`src/rtl/k12a_spi_multi_if.sv`:
```
// CPU-side register bus of the multi-channel SPI master: strobes, address and both data directions.
interface k12a_spi_multi_if #(
    parameter int DATA_WIDTH = 8
);
    logic                  io_store;
    logic                  io_load;
    logic [1:0]            io_addr;
    logic [DATA_WIDTH-1:0] wdata;
    logic [DATA_WIDTH-1:0] rdata;

    modport master (output io_store, io_load, io_addr, wdata, input rdata);
    modport slave  (input io_store, io_load, io_addr, wdata, output rdata);
endinterface

```
`src/rtl/k12a_spi_multi.sv`:
```
// Multi-channel SPI master: one frame engine whose SCK/MOSI/MISO are routed to the channel chosen in CTRL.CH.
//
// state   | meaning
// S_IDLE  | waiting for a DATA write; sck at CPOL, mosi low
// S_SHIFT | frame in flight; divider paces 2*DATA_WIDTH SCK edges
// S_DONE  | one cycle: RX valid, DONE set, wake pulse if IE
module k12a_spi_multi #(
    parameter int CHANNELS   = 2,
    parameter int DATA_WIDTH = 8,
    parameter int DIV_WIDTH  = 8
) (
    input  logic                cpu_clock,
    input  logic                reset,
    k12a_spi_multi_if.slave     bus,
    output logic [CHANNELS-1:0] sck,
    output logic [CHANNELS-1:0] mosi,
    input  logic [CHANNELS-1:0] miso,
    output logic                busy,
    output logic                wake
);
    localparam int EW = $clog2(2 * DATA_WIDTH + 1);
    localparam logic [EW-1:0] LAST_EDGE = EW'(2 * DATA_WIDTH - 1);

    typedef enum logic [1:0] {S_IDLE, S_SHIFT, S_DONE} state_t;

    state_t                state_q, state_d;
    logic [7:0]            ctrl_q, ctrl_d;
    logic [DIV_WIDTH-1:0]  div_q, div_d;
    logic [DIV_WIDTH-1:0]  divcnt_q, divcnt_d;
    logic [EW-1:0]         edgecnt_q, edgecnt_d;
    logic                  phase_q, phase_d;
    logic [DATA_WIDTH-1:0] tx_q, tx_d;
    logic [DATA_WIDTH-1:0] rxsh_q, rxsh_d;
    logic [DATA_WIDTH-1:0] rx_q, rx_d;
    logic                  done_q, done_d;
    logic                  ovr_q, ovr_d;

    logic                  cpol, cpha, lsbf, ie;
    logic [3:0]            ch;
    logic                  ch_valid;
    logic                  sel_miso;
    logic                  tick;
    logic                  sample_now;
    logic [EW-1:0]         bit_idx;
    logic [DATA_WIDTH-1:0] tx_sh;
    logic                  tx_bit;
    logic [DATA_WIDTH-1:0] rxsh_nx;
    logic                  wr_data, wr_ctrl, wr_div, rd_status;

    assign cpol      = ctrl_q[0];
    assign cpha      = ctrl_q[1];
    assign lsbf      = ctrl_q[2];
    assign ie        = ctrl_q[3];
    assign ch        = ctrl_q[7:4];
    assign ch_valid  = ({1'b0, ch} < 5'(CHANNELS));

    assign busy      = (state_q != S_IDLE);
    assign wake      = (state_q == S_DONE) && ie;

    assign wr_data   = bus.io_store && (bus.io_addr == 2'd0);
    assign wr_ctrl   = bus.io_store && (bus.io_addr == 2'd1);
    assign wr_div    = bus.io_store && (bus.io_addr == 2'd2);
    assign rd_status = bus.io_load  && (bus.io_addr == 2'd3);

    assign tick       = (divcnt_q == div_q);
    // Odd-numbered edges (edgecnt even before the toggle) are leading edges.
    assign sample_now = tick && (~edgecnt_q[0] ^ cpha);

    // Bit being presented: CPHA=0 advances on trailing edges, CPHA=1 on leading edges.
    always_comb begin
        bit_idx = edgecnt_q >> 1;
        if (cpha) begin
            bit_idx = (edgecnt_q == '0) ? '0 : ((edgecnt_q - EW'(1)) >> 1);
        end
        tx_sh  = lsbf ? (tx_q >> bit_idx) : (tx_q << bit_idx);
        tx_bit = lsbf ? tx_sh[0] : tx_sh[DATA_WIDTH-1];
    end

    always_comb begin
        sel_miso = 1'b0;
        for (int i = 0; i < CHANNELS; i++) begin
            if (ch_valid && (ch == 4'(i))) begin
                sel_miso = miso[i];
            end
        end
        rxsh_nx = lsbf ? {sel_miso, rxsh_q[DATA_WIDTH-1:1]} : {rxsh_q[DATA_WIDTH-2:0], sel_miso};
    end

    always_comb begin
        for (int i = 0; i < CHANNELS; i++) begin
            sck[i]  = cpol;
            mosi[i] = 1'b0;
            if ((state_q == S_SHIFT) && ch_valid && (ch == 4'(i))) begin
                sck[i]  = cpol ^ phase_q;
                mosi[i] = tx_bit;
            end
        end
    end

    always_comb begin
        case (bus.io_addr)
            2'd0:    bus.rdata = rx_q;
            2'd1:    bus.rdata = DATA_WIDTH'(ctrl_q);
            2'd2:    bus.rdata = DATA_WIDTH'(div_q);
            default: bus.rdata = DATA_WIDTH'({ovr_q, done_q, busy});
        endcase
    end

    always_comb begin
        state_d   = state_q;
        ctrl_d    = ctrl_q;
        div_d     = div_q;
        divcnt_d  = divcnt_q;
        edgecnt_d = edgecnt_q;
        phase_d   = phase_q;
        tx_d      = tx_q;
        rxsh_d    = rxsh_q;
        rx_d      = rx_q;
        done_d    = done_q;
        ovr_d     = ovr_q;

        if (rd_status) begin
            done_d = 1'b0;
            ovr_d  = 1'b0;
        end

        case (state_q)
            S_IDLE: begin
                if (wr_ctrl) begin
                    ctrl_d = bus.wdata[7:0];
                end
                if (wr_div) begin
                    div_d = DIV_WIDTH'(bus.wdata);
                end
                if (wr_data) begin
                    state_d   = S_SHIFT;
                    tx_d      = bus.wdata;
                    rxsh_d    = '0;
                    divcnt_d  = '0;
                    edgecnt_d = '0;
                    phase_d   = 1'b0;
                end
            end
            S_SHIFT: begin
                if (wr_data) begin
                    ovr_d = 1'b1;
                end
                if (tick) begin
                    divcnt_d  = '0;
                    edgecnt_d = edgecnt_q + EW'(1);
                    phase_d   = ~phase_q;
                    if (sample_now) begin
                        rxsh_d = rxsh_nx;
                    end
                    if (edgecnt_q == LAST_EDGE) begin
                        state_d = S_DONE;
                        rx_d    = sample_now ? rxsh_nx : rxsh_q;
                        done_d  = 1'b1;
                    end
                end else begin
                    divcnt_d = divcnt_q + DIV_WIDTH'(1);
                end
            end
            S_DONE: begin
                if (wr_data) begin
                    ovr_d = 1'b1;
                end
                state_d = S_IDLE;
            end
            default: state_d = S_IDLE;
        endcase
    end

    always_ff @(posedge cpu_clock) begin
        if (reset) begin
            state_q   <= S_IDLE;
            ctrl_q    <= '0;
            div_q     <= '0;
            divcnt_q  <= '0;
            edgecnt_q <= '0;
            phase_q   <= 1'b0;
            tx_q      <= '0;
            rxsh_q    <= '0;
            rx_q      <= '0;
            done_q    <= 1'b0;
            ovr_q     <= 1'b0;
        end else begin
            state_q   <= state_d;
            ctrl_q    <= ctrl_d;
            div_q     <= div_d;
            divcnt_q  <= divcnt_d;
            edgecnt_q <= edgecnt_d;
            phase_q   <= phase_d;
            tx_q      <= tx_d;
            rxsh_q    <= rxsh_d;
            rx_q      <= rx_d;
            done_q    <= done_d;
            ovr_q     <= ovr_d;
        end
    end
endmodule

```
`src/flat_wrapper.sv`:
```
// flat-port wrapper written by rule: the top's interface ports become plain ports
module k12a_spi_multi_flat 
#(
    parameter int CHANNELS   = 2,
    parameter int DATA_WIDTH = 8,
    parameter int DIV_WIDTH  = 8
)
  (cpu_clock, reset, sck, mosi, miso, busy, wake, bus_io_store, bus_io_load, bus_io_addr, bus_wdata, bus_rdata);
  k12a_spi_multi_if #(.DATA_WIDTH(DATA_WIDTH)) bus_i ();
  input  logic cpu_clock;
  input  logic reset;
  output logic [CHANNELS-1:0] sck;
  output logic [CHANNELS-1:0] mosi;
  input  logic [CHANNELS-1:0] miso;
  output logic busy;
  output logic wake;
  input wire logic [$bits(bus_i.io_store)-1:0] bus_io_store;
  input wire logic [$bits(bus_i.io_load)-1:0] bus_io_load;
  input wire logic [$bits(bus_i.io_addr)-1:0] bus_io_addr;
  input wire logic [$bits(bus_i.wdata)-1:0] bus_wdata;
  output wire logic [$bits(bus_i.rdata)-1:0] bus_rdata;
  assign bus_i.io_store = bus_io_store;
  assign bus_i.io_load = bus_io_load;
  assign bus_i.io_addr = bus_io_addr;
  assign bus_i.wdata = bus_wdata;
  assign bus_rdata = bus_i.rdata;
  k12a_spi_multi #(.CHANNELS(CHANNELS), .DATA_WIDTH(DATA_WIDTH), .DIV_WIDTH(DIV_WIDTH)) u_core (.cpu_clock(cpu_clock), .reset(reset), .bus(bus_i), .sck(sck), .mosi(mosi), .miso(miso), .busy(busy), .wake(wake));
endmodule
```
`config.mk`:
```
export PLATFORM = sky130hd
export DESIGN_NAME = k12a_spi_multi_flat
export DESIGN_NICKNAME = d
export VERILOG_FILES = /design/src/rtl/k12a_spi_multi_if.sv /design/src/rtl/k12a_spi_multi.sv /design/src/flat_wrapper.sv
export SDC_FILE = /design/constraint.sdc
export NUM_CORES = 1
export LEC_CHECK = 0
export ABC_AREA = 1
export ABC_CLOCK_PERIOD_IN_PS = 1750
export BUFFER_PORTS_ARGS = -buffer_cell sky130_fd_sc_hd__clkbuf_2
export CAP_MARGIN = 15
export CELL_PAD_IN_SITES_DETAIL_PLACEMENT = 1
export CELL_PAD_IN_SITES_GLOBAL_PLACEMENT = 2
export CORE_MARGIN = 5
export CORE_UTILIZATION = 30
export CTS_BUF_LIST = sky130_fd_sc_hd__clkbuf_16
export CTS_CLUSTER_DIAMETER = 150
export DETAILED_ROUTE_END_ITERATION = 8
export GPL_ROUTABILITY_DRIVEN = 1
export PLACE_DENSITY = 0.74
export SYNTH_ARGS = -nofsm -noshare
export SYNTH_HDL_FRONTEND = slang
export SYNTH_SLANG_ARGS = --single-unit
```
`constraint.sdc`:
```
create_clock -name cpu_clock -period 1.75 [get_ports cpu_clock]
set_clock_uncertainty 0.1 [all_clocks]
set_input_delay 0.2625 -clock cpu_clock [delete_from_list [all_inputs] [get_ports cpu_clock]]
set_output_delay 0.2625 -clock cpu_clock [all_outputs]
set_load 0.01 [all_outputs]
```
==> impl_metrics.yaml, run 1 <==
synth:
  yosysSeqAreaShare_pct: 36.0
  yosysWarnings: 0
  synth.top_cells.by_area: "dfxtp_1 36%, nand2_1 13%, o21ai_0 8.1%"
  synth_edf_count: 0
  synth_top_area_share_pct: 36.0
  synth_nets: 508
  ys_ff_latch: 58
  synth_area_leader_cell: "dfxtp_1"
  synthArstFlopShare_pct: 0
  syn_area_per_cell_sq_um: 6.67
  yosysMostFrequentCell: "nand2_1"
  synth_common_cells: "115 x nand2_1, 66 x inv_1, 58 x dfxtp_1"
  netlist-cell-type-count: 35
  synth_cells: 484
  synth_ff_type: "dfxtp_1"
  netlist_area_sq_um: 3230
routing:
  drc_errors: 0
  via_count: 3534
  via_per_inst: 4.89
  postRouteAntennaNets: 0
  wire_per_inst_um: 17.1
  wl_mm: 12.3
  drtIter0Drc: 179
  dr.pass1.iters: 4
worst_setup_path:
  worstSetupPathType: "flop to output pin"
  endpoint_kind: "output pin"
  worstPathArrival_ns: 2.01
  reg2reg_setup_slack_ns: -0.22
  cpMostUsedCell: "nand3_2"
  slowest_delay_ns: 0.34
  crit_slowest_cell: "dfxtp_2"
  required_ns: 1.39
  crit_chain: "inv_2 -> ha_4 -> nand2_4 -> o21ai_4 -> clkinvlp_4 -> nand2_1 -> nand3_1 -> nand3_2 -> nand3_2 -> nand3_4 -> nor2_4 -> buf_6"
  critPathLaunchType: "flop"
  worstPathMaxFanout: 4
layout:
  final_cell_count_no_fill: 722
  n_antenna_cell: 0
  area_growth_pct: 47.9
  drive_above_1_share_pct: 38.2
  nets: 605
clock_network:
  clk_latency_ns: 0.33
  cts-root-buf: "clkbuf_16"
  cts_buffers: 9
  cts_hold_buf: 0
  clk_pin_slew_ns: 0.05
  clock_path_buffers: 2
  htreeDepth: 3
  cts.sinks: 58
  cts_tree: "yes"
placement:
  hpwlAfterDp_mm: 8.89
  dp.cells: 682
  place.gp.congestion: 0.788
  port_buffers: 29
pwr:
  power.density_nw_per_um2: 883
  leakagePower_uw: 0.00203
  peakVddDrop_mv: 0.362
global_routing:
  grt.overflow.total: 0
  grt.met3_usage_pct: 3.29
  grt_pass1_vias: 3617
  grt_util_met2_pct: 31.4
  grt_max_degree: 33
  grt_pass1_wl_mm: 19.4
  grt_use_total_pct: 19.2
  met1_usage_pct: 25.8
  antenna_found_initial: 0
  grt_busiest_layer: "met2"
die:
  coreArea_sq_um: 10400
  die_w_um: 114
  ios: 30
  initial_core_util_pct: 31.0
  die_y_um: 114
  die_area_sq_um: 12900
  fp-row-count: 37
timing:
  fin_crit_ns: 2.37
  hold_violations: 0
  fmax_ghz: 0.422
  rsz0062_at_grt: "yes"
  finalSetupTns_ns: -2.94
  fin_hold_ws_ns: 0.160
  post-route-period-util_pct: 135
  tightest_slew_ns: 0.386
  finalMaxSlewViolations: 0
  relSlewSlack_pct: 74.2
  setup_viol_count_final: 14
  setup_slack_ns: -0.618
worst_hold_path:
  hp-class: "input port to flop"
run_status:
  status: "complete, but fails checks"
  violations: "setup timing"
run:
  max-cap-violations: 0
==> routing by layer <==
layer	part of all wire, %	wire (um)
met5	0	0
met4	1.5	188
met3	2.9	362
met2	48	5940
met1	47	5840
==> layout by cell type, fill, tap and decap left out, types with 4 or more instances in the layout <==
cell,count
a21oi_1,31
buf_4,54
buf_6,12
clkbuf_16,9
clkbuf_2,25
clkinv_2,4
dfxtp_1,43
dfxtp_2,13
inv_1,53
inv_2,17
nand2_1,105
nand2_2,10
nand3_1,23
nand3_2,20
nand4_1,6
nor2_1,31
nor2_2,7
nor2_4,8
o21ai_0,38
o21ai_1,14
o21ai_2,5
o221ai_1,5
xor2_1,4
==> kinds of logic (layout without fill, tap and decap cells) <==
family | after synthesis | after routing | share of synthesized area [%]
and+or+nand+nor | 221 | 222 | 30.5
adders and majority gates | 8 | 8 | 3.10
xor gates and xnor gates | 5 | 5 | 1.36
DFF | 58 | 58 | 36.0
buffers and inverters | 86 | 187 | 10.7
AOI/OAI and AO/OA | 106 | 106 | 18.4
==> power by group <==
| part | total, uW | switching, uW | internal [uW] |
|---|---|---|---|
| combinational | 1060 | 631 | 424 |
| clock | 1740 | 651 | 1090 |
| sequential | 1420 | 48.6 | 1380 |
| total | 4220 | 1330 | 2890 |
==> final timing paths <==
path	from	cells after the start	to
worst max-delay path	u_core.edgecnt_q[0]	12	mosi[0]
worst min-delay path	bus_wdata[0]	3	u_core.tx_q[0]
worst max register to register	u_core.edgecnt_q[1]	11	u_core.rx_q[2]
worst min register to register	u_core.ovr_q	2	u_core.ovr_q
==> cell type report <==
| cell class | count | area [sq um] |
|---|---|---|
| multi-input cells | 341 | 2090 |
| flip-flops and latches | 58 | 1180 |
| fillers | 1289 | 5640 |
| clock buffers | 9 | 225 |
| repair buffers | 96 | 736 |
| well taps | 136 | 170 |
| inverters | 74 | 300 |
| clock inverters | 7 | 61.3 |
| repair inverters | 1 | 7.51 |
==> per-stage QoR <==
stage | instance area (sq um) | setup WS [ns] | utilization [%] | total power [uW]
4_1_cts | 4440 | -0.633 | 42.7 | 4090
6_report | 4780 | -0.618 | 45.8 | 4220
3_5_place_dp | 3890 | -0.346 | 37.3 | 2190
5_1_grt | 4780 | -0.694 | 45.8 | 4400
3_3_place_gp | 3890 | -0.271 | 37.3 | 2180
2_1_floorplan | 3280 | -0.118 | - | 1870
==> critical path: cells and delay by family, from the launching register on <==
family	cells	cell delay [ns]
fa+ha+maj	1	0.27
flops	1	0.34
compound gates	1	0.10
simple gates	7	0.59
buf+inv	3	0.37
==> registers in the layout, indices dropped and copies added (netlist names) <==
register          count
u_core.div_q          8
u_core.ctrl_q         8
u_core.rxsh_q         8
u_core.edgecnt_q      5
u_core.ovr_q          1
u_core.tx_q           8
u_core.phase_q        1
u_core.done_q         1
u_core.divcnt_q       8
u_core.state_q        2
u_core.rx_q           8
==> timing repair <==
item                       CTS  global route
setup endpoints to repair   53            50
pin swaps                   19            34
resized for setup           56            78
cloned                       3             0
buffers inserted            10            13
Power figures use the tool's default switching activity.
==> inputs of run 2 (changes only) <==
--- a/config.mk
+++ b/config.mk
@@ -13,11 +13,10 @@
 export CELL_PAD_IN_SITES_GLOBAL_PLACEMENT = 2
 export CORE_MARGIN = 5
 export CORE_UTILIZATION = 30
-export CTS_BUF_LIST = sky130_fd_sc_hd__clkbuf_16
 export CTS_CLUSTER_DIAMETER = 150
 export DETAILED_ROUTE_END_ITERATION = 8
 export GPL_ROUTABILITY_DRIVEN = 1
-export PLACE_DENSITY = 0.74
+export PLACE_DENSITY = 0.82
 export SYNTH_ARGS = -nofsm -noshare
 export SYNTH_HDL_FRONTEND = slang
 export SYNTH_SLANG_ARGS = --single-unit
==> run 2 against run 1 <==
Compared with the run above:
- the run still ends with setup timing left
- die area is the same
- hold slack worse by 0.036 ns
- critical path type unchanged
- largest cell class unchanged
- fmax shrank 1.3%
- register-to-register slack worse by 0.08 ns
- critical path depth up 1
- via count rose by 4.1%
- sequential share of layout area is 0.39 points lower
==> impl_metrics.yaml, run 2 (synthesized netlist as in run 1, its figures left out) <==
routing:
  wire_per_inst_um: 18.2
  wl_mm: 13.3
  drc_errors: 0
  dr.pass1.iters: 4
  via_per_inst: 5.05
  postRouteAntennaNets: 0
  drtIter0Drc: 167
  via_count: 3679
die:
  ios: 30
  die_y_um: 114
  initial_core_util_pct: 31.0
  die_area_sq_um: 12900
  die_w_um: 114
  fp-row-count: 37
  coreArea_sq_um: 10400
layout:
  layout_commonest_cell: "nand2_1"
  layout_common_cells: "97 x nand2_1, 60 x buf_4, 49 x inv_1, 40 x dfxtp_1, 35 x o21ai_0"
  drive_above_1_share_pct: 41.5
  multi_input_area_sq_um: 2140
  n_antenna_cell: 0
  num-fill-cells: 1332
  nets: 612
  postLayoutCellArea_sq_um: 4870
  regArea_sq_um: 1190
  area_growth_pct: 50.7
timing:
  setup_slack_ns: -0.651
  relSlewSlack_pct: 71.6
  fin_crit_ns: 2.40
  rsz0062_at_grt: "yes"
  tightest_slew_ns: 0.425
  finalMaxSlewViolations: 0
  setup_viol_count_final: 16
  hold_violations: 0
  fmax_ghz: 0.417
  post-route-period-util_pct: 137
worst_setup_path:
  endpoint_kind: "output pin"
  worstSetupPathType: "flop to output pin"
  worstPathArrival_ns: 2.04
  crit_chain: "inv_4 -> ha_4 -> nand2_4 -> o21ai_4 -> inv_2 -> nand2_4 -> nand2_2 -> nand3_1 -> nand3_1 -> nand3_2 -> nand3_4 -> nor2_4 -> buf_6"
  crit_slowest_cell: "dfxtp_4"
  worstPathMaxFanout: 7
  critPathLaunchType: "flop"
  required_ns: 1.39
  slowest_delay_ns: 0.37
clock_network:
  cts_buffers: 9
  clock_path_buffers: 2
  cts.sinks: 58
  clk_latency_ns: 0.35
  cts_hold_buf: 0
  htreeDepth: 3
  cts-root-buf: "clkbuf_8"
  clk_pin_slew_ns: 0.07
  cts_tree: "yes"
pwr:
  leakagePower_uw: 0.00209
  power.density_nw_per_um2: 874
  peakVddDrop_mv: 0.395
placement:
  hpwlAfterDp_mm: 8.85
  port_buffers: 29
  dp_slack_ns: -0.300
  placed_cell_area_sq_um: 3930
  place.gp.congestion: 0.842
run_status:
  violations: "setup timing"
  status: "complete, but fails checks"
worst_hold_path:
  hp-class: "input port to flop"
global_routing:
  grt_pass1_vias: 3741
  antenna_found_initial: 0
  grt_pass1_wl_mm: 19.1
  grt.overflow.total: 0
  grt_max_degree: 20
  grt_use_total_pct: 19.1
run:
  max-cap-violations: 0
## run 2: cell count changes in the layout (fill, tap and decap cells not counted), sizes merged
cell	before	now
nand2	121	122
bufinv	1	4
clkinvlp	2	1
clkinv	4	3
buf	71	79
inv	75	72
## run 2: stage by stage
stage	setup TNS, ns	util (%)	power [uW]	instances	hold slack [ns]
floorplan	-0.213	-	1870	484	0.297
global placement	-1.40	37.7	2190	687	0.368
detailed placement	-1.65	37.7	2210	687	0.380
CTS	-2.29	42.6	4030	714	0.104
global route	-6.00	46.7	4420	729	0.122
finish	-3.36	46.7	4250	729	0.124
## run 2: path summary, 6_finish.rpt
| kind | startpoint | to | slack [ns] | cells after the start |
|---|---|---|---|---|
| hold reg to reg | u_core.divcnt_q[1] | u_core.divcnt_q[1] | 0.37 | 2 |
| hold / removal | bus_wdata[3] | u_core.ctrl_q[3] | 0.12 | 3 |
| setup reg to reg | u_core.edgecnt_q[1] | u_core.state_q[0] | -0.30 | 12 |
| setup / recovery | u_core.edgecnt_q[1] | mosi[0] | -0.65 | 13 |
## run 2: repair_timing
item	in CTS	in global routing
pin swaps	15	31
setup endpoints to repair	28	44
gates resized for setup	48	112
cloned	2	2
buffers inserted	9	13
## run 2: layer usage
metal	routed length (um)	vias up	GRT usage, %	share of wire (%)
met1	5580	1799	23.6	42
met2	6830	71	33.4	52
met3	525	27	3.77	4.0
met4	325	0	5.85	2.5
met5	0	-	0	0
li1	-	1782	-	-
## run 2: power breakdown
part	switching [uW]	leakage (uW)	internal, uW
registers	49.2	0.000479	1370
logic	670	0.00148	441
clock network	595	0.000134	1130
total	1310	0.00209	2940
## run 2: worst max-delay path: cells and delay by family (launching register included)
family,cells,cell delay [ns]
flops,1,0.37
compound gates,1,0.08
buf+inv,3,0.24
simple gates,8,0.72
fa+ha+maj,1,0.27
## run 2: final cells by class
class	instances	share of cell area, %
clock buffer	11	2.90
clock inverter	5	2.57
inverter	74	6.32
multi-input combinational	342	44.0
sequential	58	24.4
tap	136	3.50
timing repair buffer	102	16.2
timing repair inverter	1	0.154
==> inputs of run 3 (changes only) <==
--- a/config.mk
+++ b/config.mk
@@ -16,6 +16,7 @@
 export CTS_CLUSTER_DIAMETER = 150
 export DETAILED_ROUTE_END_ITERATION = 8
 export GPL_ROUTABILITY_DRIVEN = 1
+export MAX_ROUTING_LAYER = met4
 export PLACE_DENSITY = 0.82
 export SYNTH_ARGS = -nofsm -noshare
 export SYNTH_HDL_FRONTEND = slang
==> run 3 against run 2 <==
Compared with the run above:
- the run still ends with setup timing left
- fmax up 0.15%
- clock power about the same
- flip-flop and latch count unchanged
- sequential power about the same
- critical path depth unchanged
- core utilization unchanged
- via count about the same
- clock-buffer cell count unchanged
- largest cell class unchanged
==> impl_metrics.yaml, run 3 (synthesized netlist as in run 1, its figures left out) <==
timing:
  fin_crit_ns: 2.40
  fin_hold_ws_ns: 0.119
  post-route-period-util_pct: 137
  tightest_slew_ns: 0.460
  finalMaxSlewViolations: 0
  setup_viol_count_final: 16
  rsz0062_at_grt: "yes"
  finalSetupTns_ns: -3.36
  fmax_ghz: 0.417
  setup_slack_ns: -0.647
  relSlewSlack_pct: 69.3
  hold_violations: 0
clock_network:
  cts-root-buf: "clkbuf_8"
  cts_hold_buf: 0
  cts_buffers: 9
  cts_tree: "yes"
  clk_pin_slew_ns: 0.07
  clk_latency_ns: 0.35
  clock_path_buffers: 2
  htreeDepth: 3
  cts.sinks: 58
routing:
  postRouteAntennaNets: 0
  wl_mm: 13.3
  via_per_inst: 5.04
  wire_per_inst_um: 18.3
  via_count: 3677
  drtIter0Drc: 181
  dr.pass1.iters: 4
  drc_errors: 0
global_routing:
  grt_pass1_vias: 3742
  grt.overflow.total: 0
  grt_use_total_pct: 19.6
  grt_pass1_wl_mm: 19.1
  grt_max_degree: 20
  antenna_found_initial: 0
placement:
  dp_slack_ns: -0.300
  place.gp.congestion: 0.855
  hpwlAfterDp_mm: 8.85
  port_buffers: 29
  dp.cells: 687
layout:
  area_growth_pct: 50.7
  final_cell_count_no_fill: 729
  drive_above_1_share_pct: 41.5
  layout_commonest_cell: "nand2_1"
  nets: 612
  layout_common_cells: "97 x nand2_1, 60 x buf_4, 49 x inv_1, 40 x dfxtp_1, 35 x o21ai_0"
  num-fill-cells: 1332
  n_antenna_cell: 0
die:
  die_y_um: 114
  die_area_sq_um: 12900
  fp-row-count: 37
  coreArea_sq_um: 10400
  ios: 30
  initial_core_util_pct: 31.0
  die_w_um: 114
worst_setup_path:
  critPathLaunchType: "flop"
  crit_chain: "inv_4 -> ha_4 -> nand2_4 -> o21ai_4 -> inv_2 -> nand2_4 -> nand2_2 -> nand3_1 -> nand3_1 -> nand3_2 -> nand3_4 -> nor2_4 -> buf_6"
  worstPathMaxFanout: 7
  worstSetupPathType: "flop to output pin"
  slowest_delay_ns: 0.37
  endpoint_kind: "output pin"
  crit_slowest_cell: "dfxtp_4"
  required_ns: 1.39
  worstPathArrival_ns: 2.03
run_status:
  status: "complete, but fails checks"
  violations: "setup timing"
pwr:
  peakVddDrop_mv: 0.395
  power.density_nw_per_um2: 874
  leakagePower_uw: 0.00209
worst_hold_path:
  hp-class: "input port to flop"
run:
  max-cap-violations: 0
==> run 3: power by group <==
group	switching, uW	internal (uW)	leakage (uW)
clock	594	1130	0.000134
sequential	49.4	1370	0.000479
combinational	671	441	0.00148
total	1310	2940	0.00209
==> run 3: cell type report <==
type / count / area (sq um) / share of cell area (%)
Timing Repair Buffer: 102 / 787 / 16.2
Multi-Input combinational cell: 342 / 2140 / 44.0
Tap cell: 136 / 170 / 3.50
Clock buffer: 11 / 141 / 2.90
Clock inverter: 5 / 125 / 2.57
Inverter: 74 / 308 / 6.32
Timing Repair inverter: 1 / 7.51 / 0.154
Sequential cell: 58 / 1190 / 24.4
==> run 3: final timing paths <==
check / startpoint / to / slack [ns] / depth (start not counted)
setup / recovery: u_core.edgecnt_q[1] / mosi[0] / -0.65 / 13
hold / removal: bus_wdata[3] / u_core.ctrl_q[3] / 0.12 / 3
setup reg to reg: u_core.edgecnt_q[1] / u_core.state_q[0] / -0.30 / 12
hold reg to reg: u_core.divcnt_q[1] / u_core.divcnt_q[1] / 0.37 / 2
==> run 3: routing by layer <==
metal  part of all wire [%]  vias up  routed length, um  GRT usage [%]
met5                      0        -                  0              -
met3                    4.0       25                526           3.50
met4                    2.2        0                299           5.85
met2                     51       84               6840           33.4
met1                     42     1789               5640           23.6
li1                       -     1779                  -              -
==> run 3: timing repair <==
item,4_1_cts,5_1_grt
endpoints found under the setup margin,28,44
gates cloned,2,2
resized for setup,48,112
hold endpoints to repair,0,0
buffers inserted,9,13
pin swaps,15,31
==> run 3: worst max-delay path: cells and delay by family, from the launching register on <==
kind                     cells  cell delay [ns]
AO/OA/AOI/OAI                1             0.08
adder cells (fa/ha/maj)      1             0.27
buffers and inverters        3             0.24
flip-flops                   1             0.37
AND/OR/NAND/NOR              8             0.72
==> run 3: metrics by stage <==
stage | utilization [%] | total power (uW) | area (sq um)
finish | 46.7 | 4260 | 4870
global route | 46.7 | 4410 | 4870
CTS | 42.6 | 4030 | 4440
detailed placement | 37.7 | 2210 | 3930
global placement | 37.7 | 2190 | 3930
floorplan | - | 1870 | 3280
